--- config.mk ---
export PLATFORM = sky130hd
export DESIGN_NAME = icache
export DESIGN_NICKNAME = d
export VERILOG_FILES = /design/src/rtl/rv32i_types.sv /design/src/rtl/icache_control.sv /design/src/rtl/icache.sv
export SDC_FILE = /design/constraint.sdc
export NUM_CORES = 2
export LEC_CHECK = 0
export ABC_CLOCK_PERIOD_IN_PS = 22700
export BUFFER_PORTS_ARGS = -buffer_cell sky130_fd_sc_hd__clkbuf_2
export CORE_ASPECT_RATIO = 1.5
export CORE_UTILIZATION = 48
export DETAILED_ROUTE_END_ITERATION = 8
export PLACE_DENSITY = 0.77
export SLEW_MARGIN = 20
export SYNTH_ARGS = -nofsm -noshare
export SYNTH_HDL_FRONTEND = slang
export SYNTH_SLANG_ARGS = --single-unit
--- constraint.sdc ---
create_clock -name clk -period 22.7 [get_ports clk]
set_clock_uncertainty 0.05 [all_clocks]
set_input_delay 1.135 -clock clk [delete_from_list [all_inputs] [get_ports clk]]
set_output_delay 1.135 -clock clk [all_outputs]
set_load 0.005 [all_outputs]
--- src/rtl/rv32i_types.sv ---
// +----------------------------------------------------------------------------+
// | rv32i_types : shared types and constants for the rv32i core               |
// | Revision    : 1.0                                                          |
// +----------------------------------------------------------------------------+
`default_nettype none

package rv32i_types;

    typedef logic [255:0] cache_line_t;

    typedef enum logic [0:0] {
        IDLE = 1'b0,
        FILL = 1'b1
    } icache_state_t;

    localparam int c_OFFSET_BITS   = 5;
    localparam int c_WORD_SEL_BITS = 3;

endpackage

`default_nettype wire

--- src/rtl/icache_control.sv ---
// +----------------------------------------------------------------------------+
// | icache_control : IDLE/FILL sequencer for the instruction cache            |
// | Revision       : 1.0                                                      |
// +----------------------------------------------------------------------------+
`default_nettype none

module icache_control
    import rv32i_types::*;
(
    input  logic clk,
    input  logic reset,
    input  logic read_a,
    input  logic hit,
    input  logic pmem_resp,
    output logic resp_a,
    output logic pmem_read,
    output logic fill_start,
    output logic load
);

    icache_state_t r_state;
    icache_state_t w_next;

    always_ff @(posedge clk) begin
        if (reset) begin
            r_state <= IDLE;
        end else begin
            r_state <= w_next;
        end
    end

    always_comb begin
        w_next     = r_state;
        resp_a     = 1'b0;
        pmem_read  = 1'b0;
        fill_start = 1'b0;
        load       = 1'b0;
        case (r_state)
            IDLE: begin
                if (read_a) begin
                    if (hit) begin
                        resp_a = 1'b1;
                    end else begin
                        fill_start = 1'b1;
                        w_next     = FILL;
                    end
                end
            end
            FILL: begin
                pmem_read = 1'b1;
                // The request is looked up again in IDLE, so no response here.
                if (pmem_resp) begin
                    load   = 1'b1;
                    w_next = IDLE;
                end
            end
            default: w_next = IDLE;
        endcase
    end

endmodule

`default_nettype wire

--- src/rtl/icache.sv ---
// +----------------------------------------------------------------------------+
// | icache   : direct-mapped read-only instruction cache on the fetch port    |
// | Revision : 1.0                                                            |
// +----------------------------------------------------------------------------+
`default_nettype none

module icache
    import rv32i_types::*;
#(
    parameter int NUM_SETS  = 8,
    parameter int LINE_BITS = 256
) (
    input  logic                 clk,
    input  logic                 reset,
    input  logic                 read_a,
    input  logic [31:0]          address_a,
    output logic [31:0]          rdata_a,
    output logic                 resp_a,
    output logic                 pmem_read,
    output logic [31:0]          pmem_address,
    input  logic [LINE_BITS-1:0] pmem_rdata,
    input  logic                 pmem_resp
);

    localparam int c_INDEX_BITS = $clog2(NUM_SETS);
    localparam int c_TAG_BITS   = 32 - c_OFFSET_BITS - c_INDEX_BITS;
    localparam int c_LINE_ADDR  = 32 - c_OFFSET_BITS;
    localparam int c_WORDS      = 1 << c_WORD_SEL_BITS;

    logic [NUM_SETS-1:0]     r_valid;
    logic [c_TAG_BITS-1:0]   r_tag  [NUM_SETS];
    cache_line_t             r_data [NUM_SETS];
    logic [c_LINE_ADDR-1:0]  r_fill_line;

    logic [c_INDEX_BITS-1:0]    w_index;
    logic [c_TAG_BITS-1:0]      w_tag;
    logic [c_WORD_SEL_BITS-1:0] w_word;
    logic [c_INDEX_BITS-1:0]    w_fill_index;
    logic [c_TAG_BITS-1:0]      w_fill_tag;
    logic                       w_hit;
    logic                       w_fill_start;
    logic                       w_load;
    cache_line_t                w_line;
    logic [31:0]                w_words [c_WORDS];
    logic                       w_unused_addr;

    assign w_index       = address_a[c_OFFSET_BITS +: c_INDEX_BITS];
    assign w_tag         = address_a[31 -: c_TAG_BITS];
    assign w_word        = address_a[2 +: c_WORD_SEL_BITS];
    assign w_unused_addr = ^address_a[1:0];

    // Fills are steered by the address captured at miss time, never the live one.
    assign w_fill_index = r_fill_line[c_INDEX_BITS-1:0];
    assign w_fill_tag   = r_fill_line[c_LINE_ADDR-1 -: c_TAG_BITS];
    assign pmem_address = {r_fill_line, {c_OFFSET_BITS{1'b0}}};

    assign w_hit  = read_a & r_valid[w_index] & (r_tag[w_index] == w_tag);
    assign w_line = r_data[w_index];

    for (genvar gi = 0; gi < c_WORDS; gi++) begin : g_words
        assign w_words[gi] = w_line[32*gi +: 32];
    end

    assign rdata_a = w_words[w_word];

    always_ff @(posedge clk) begin
        if (reset) begin
            r_valid <= '0;
        end else if (w_load) begin
            r_valid[w_fill_index] <= 1'b1;
        end
    end

    always_ff @(posedge clk) begin
        if (w_load && !reset) begin
            r_tag[w_fill_index]  <= w_fill_tag;
            r_data[w_fill_index] <= pmem_rdata;
        end
    end

    always_ff @(posedge clk) begin
        if (reset) begin
            r_fill_line <= '0;
        end else if (w_fill_start) begin
            r_fill_line <= address_a[31:c_OFFSET_BITS];
        end
    end

    icache_control u_control (
        .clk        (clk),
        .reset      (reset),
        .read_a     (read_a),
        .hit        (w_hit),
        .pmem_resp  (pmem_resp),
        .resp_a     (resp_a),
        .pmem_read  (pmem_read),
        .fill_start (w_fill_start),
        .load       (w_load)
    );

endmodule

`default_nettype wire

## After elaboration in Yosys (flattened, before gate mapping)

Memories as Yosys holds them, arrays and structs flattened.
Cells that the tools add are included.

- $lt $le $gt $ge: 4
- Equality and inequality tests: 1
- Mux-type cells: 20
- Bitwise gates (word level): 5
- Reduce and logical (&&, ||, !) cells: 3

Operators with widths:

| operator | number |
|---|---|
| 32-bit binary-select mux with 3-bit select | 1 |
| 32-bit 2-to-1 mux | 2 |
| 24-bit == test | 1 |
| 1-bit 2-to-1 mux | 14 |
| 3-bit by 4-bit < comparator with 1-bit output, second input constant | 2 |
| 8-bit OR | 1 |
| 4-bit >= comparator, second input constant | 1 |
| 3-bit inverter with 4-bit output | 1 |
| 1-bit binary-select mux with 3-bit select | 1 |
| 1-bit demux with 3-bit select | 1 |
| 3-bit by 1-bit >= comparator with 1-bit output, second input constant | 1 |
| 1-bit bitwise AND | 2 |
| 1-bit logical AND | 2 |
| 1-bit one-hot mux with 2 select lines | 1 |
| 1-bit logical NOT | 1 |
| 1-bit inverter | 1 |

- Flip-flop bits (word level): 36
- Memory bits (writable): 2,240
- Bits of input ports: 292
- Output and inout bits: 66
- Logic and storage cells: 38
- Memories: 2

Memory list:

| memory | depth | bits a word | read ports | clocked after Yosys merged registers in | write ports | RTL line | text |
|---|---|---|---|---|---|---|---|
| r_data | 8 | 256 | 1 | 0 | 1 | icache.sv:32 | `cache_line_t r_data [NUM_SETS];` |
| r_tag | 8 | 24 | 1 | 0 | 1 | icache.sv:31 | `logic [c_TAG_BITS-1:0] r_tag [NUM_SETS];` |

## Depth between registers and ports, before layout

- Depth in word-level cells: 7
- Depth in mapped cells: 13
- Gate-level depth less buffers: 8

## By module

From an unflattened synthesis, not the netlist that was laid out.

- Cell total of the unflattened synthesis: 3,469
- Area, all modules: 86,290.3 um2

Modules (own cells, without submodules):

| module | times used | cells each | area an instance (um2) | seq. area each (um2) |
|---|---|---|---|---|
| icache | 1 | 3,463 | 86,221.4 | 67,965.2 |
| icache_control | 1 | 6 | 68.8 | 20.0 |

## Least setup slack after synthesis

OpenSTA, ideal clock, no wires.

- Path type: input to register
- Start point: in reset
- End point: mem r_data[1][0] (netlist name) (enable)
- Library setup time: 1.266 ns
- Arrival: 20.546 ns
- Data required time: 21.384 ns
- Path slack: 0.838 ns
- Stages on the path: 4
- Path buffers: 1
- Cell sequence: inv_1 > clkbuf_1 > nand4_1 > nor3_1

- Longest elaborated chain between the ends: 4

RTL lines:

| element | RTL line | text |
|---|---|---|
| start, declared | icache.sv:14 | `input logic reset,` |
| 1-bit logical NOT | icache.sv:75 | `if (w_load && !reset) begin` |
| 1-bit logical AND | icache.sv:75 |  |
| 1-bit 2-to-1 mux | icache.sv:75 |  |
| 1-bit 2-to-1 mux (not written as such) | icache.sv:77 | `r_data[w_fill_index] <= pmem_rdata;` |
| end, declared | icache.sv:32 |  |

Every way passes these cells.

## Final worst setup path

- Start point: in address_a[5]
- End point: out rdata_a[16]

- Longest elaborated chain between the ends: 4

RTL lines:

| element | RTL line | text |
|---|---|---|
| start, declared | icache.sv:16 | `input logic [31:0] address_a,` |
| memory 8 x 256 bit | -- |  |
| 32-bit binary-select mux with 3-bit select | icache.sv:64 | `assign rdata_a = w_words[w_word];` |
| 32-bit 2-to-1 mux (not written as such) (2 in series) | icache.sv:64 |  |
| end, declared | icache.sv:17 | `output logic [31:0] rdata_a,` |

Every way passes these cells. The select of a mux whose other input is x is not followed.

==> out/metrics.csv <==
metric,value,unit
status,"finished, final reports clean",
areaGrowthSynthToFinish,13.20,%
min_from,r_valid[7],
rsz0062_at_grt,false,
hold_end,r_valid[7],
ctsHtreeMaxLevel,4,
period_minus_slack,8.791,ns
p_total,8499,uW
cts_sinks,2276,
p_leak,0.03111,uW
async_flop_share,0,
synthesis.area,0.08650,mm2
root_buffer,clkbuf_16,
synth-seq-cells,2276,
dpl.hpwl,104700,um
relSlewSlack,0.2034,
min_period_over_period,0.3873,
drv_cap,0,
row_count,190,
drt-total-wl,187900,um
place.gp.congestion,0.7334,
start_kind,primary input,
timing.final.ws_setup,13.91,ns
grt_max_degree,149,
die-width,348.6,um
fin_area,0.09792,mm2
postCtsSetupRepairBufs,0,
synth.most_common_cell,edfxtp_1,
num_io_pins,358,
antenna_found_initial,76,
ys_seq_area_frac,0.7859,
synth_common_cells,"edfxtp_1 (2240), mux4_2 (679), mux2i_1 (79)",
path_class,primary input to output pin,
cts_max_path_buffers,3,
cts-buffers-inserted,198,
drive_gt1_frac,0.3551,
yosys.area.top_type,edfxtp_1,
worstPathRequired,21.52,ns
start_util,0.4839,
ys_types,42,
ctsResizeCount,0,
post_synth.cell_area_avg,25.12,um2
coreArea,0.1788,mm2
die-area,0.1819,mm2
min_path_cells,1,
drc_errors,0,
max_freq,113.8,MHz
synth.area.top_cells,"edfxtp_1 (78%), mux4_2 (18%), mux2i_1 (0.91%)",
synth_top_area_share,0.7776,
post_dp_cell_area,0.09108,mm2
p_per_area,86.80,mW/mm2
cp_max_fo,75,
final-seq-area,0.06799,mm2
routed-via-count,38643,
grtUsageTotal,0.2073,
fin_tns_setup,0,ns
end_kind,output pin,
yosysWarnings,0,
dpl_worst_slack,13.61,ns
netlist_instances,3444,
synth_flop_cell,edfxtp_1,
rrSetupSlack,17.57,ns
grt_pass1_vias,39819,
cts-hold-fix-buffers,0,
ant_nets,0,
clkLatencyLatePin,0.84,ns
clkTransAtPathRegs,0.06,ns
r2r_start,u_control.r_state,
setup_viol,0,
worst_slew_pin_slew,1.195,ns
grt_pass1_wl,272900,um
synth-edff-count,2240,
nets,4173,
routedWlPerCell,29.03,um
die_h,521.9,um
overflow,0,
io_buffers,350,
hp-class,register to register,
drv_slew,0,
ir_drop,0.07945,mV
worstRegToRegCells,6,
dr.first_iter.drc_count,3858,
cts_tree,yes,
arrival,7.61,ns
drt-vias-per-instance,5.970,
hold_viol,0,
nFillCells,12984,
worst_r2r_endpoint,r_data[3][56],
multi_input_area,0.01770,mm2
dr.pass1.iters,5,
[stage by stage]
stage | util | std cells | hold WS, ns
after floorplan | - | 3448 | 0.3679
after global placement | 0.5094 | 6078 | 0.3741
after detailed placement | 0.5095 | 6079 | 0.3855
after CTS | 0.5471 | 6448 | 0.3997
after global routing | 0.5474 | 6453 | 0.4139
final | 0.5477 | 6473 | 0.3954
[power breakdown]
group	total, uW	switching [uW]	internal, uW
combinational	402	223	180
clock	3450	1510	1940
sequential	4650	12.2	4640
total	8500	1740	6760
[layout make-up]
type | count | share of cell area
multi-input combinational | 987 | 0.1807
timing repair buffer | 417 | 0.02498
sequential | 2276 | 0.6943
tap | 2400 | 0.03067
clock inverter | 120 | 0.01508
antenna | 23 | 0.0005878
inverter | 1 | 0.00003833
clock buffer | 249 | 0.05360
[worst max-delay path by stage]
stage | depth (start not counted) | to | from
floorplan | 4 | r_data[1][0] | reset
global placement | 10 | rdata_a[16] | address_a[5]
detailed placement | 10 | rdata_a[13] | address_a[5]
CTS | 10 | rdata_a[13] | address_a[5]
global route | 10 | rdata_a[13] | address_a[5]
finish | 10 | rdata_a[16] | address_a[5]
[critical path, cell delays in order]
cell,delay [ns]
buf_8,0.52
buf_4,0.76
buf_4,0.71
buf_4,0.81
buf_4,0.71
buf_4,0.79
mux4_2,0.59
mux4_2,0.59
mux4_2,0.56
clkbuf_2,0.14
[per-layer routing]
metal / global-route usage / routed length [um]
met1: 0.2724 / 71890
met2: 0.3380 / 93900
met3: 0.05957 / 17280
met4: 0.05968 / 4231
met5: 0 / 598
[placed cells by master (no fill, tap or decap), drive strengths merged, types with 2 or more instances in the layout]
master	Yosys	routed
nor2	11	11
nor4	4	4
a21o	8	8
nor3	2	2
nand2b	5	5
edfxtp	2240	2240
o21ai	13	13
nand2	71	71
nand4	4	4
mux2i	79	79
nor2b	6	6
mux4	682	682
o22ai	11	11
conb	1	5
bufinv	0	25
mux2	37	37
clkinvlp	0	11
inv	1	14
a221oi	10	10
clkinv	0	71
clkbuf	67	594
o2bb2ai	2	2
xor2	21	21
a211oi	3	3
buf	117	72
dfxtp	36	36
diode	0	23
[flip-flops by register name, summed over array words and instances (netlist names)]
register	count
r_fill_line	27
r_data	2048
r_tag	192
r_valid	8
u_control.r_state	1
[logic make-up (layout without fill, tap and decap cells)]
group	count (synthesis)	count (layout)	share of synthesized area
flip-flops	2276	2276	0.7859
multiplexers	798	798	0.1917
buffers and inverters	185	787	0.01030
AND/OR/NAND/NOR	109	109	0.005569
AO/OA/AOI/OAI	53	53	0.004267
XOR/XNOR	22	22	0.002228
other	1	28	0.00004335
No activity file was read; power rests on OpenSTA's default activity.
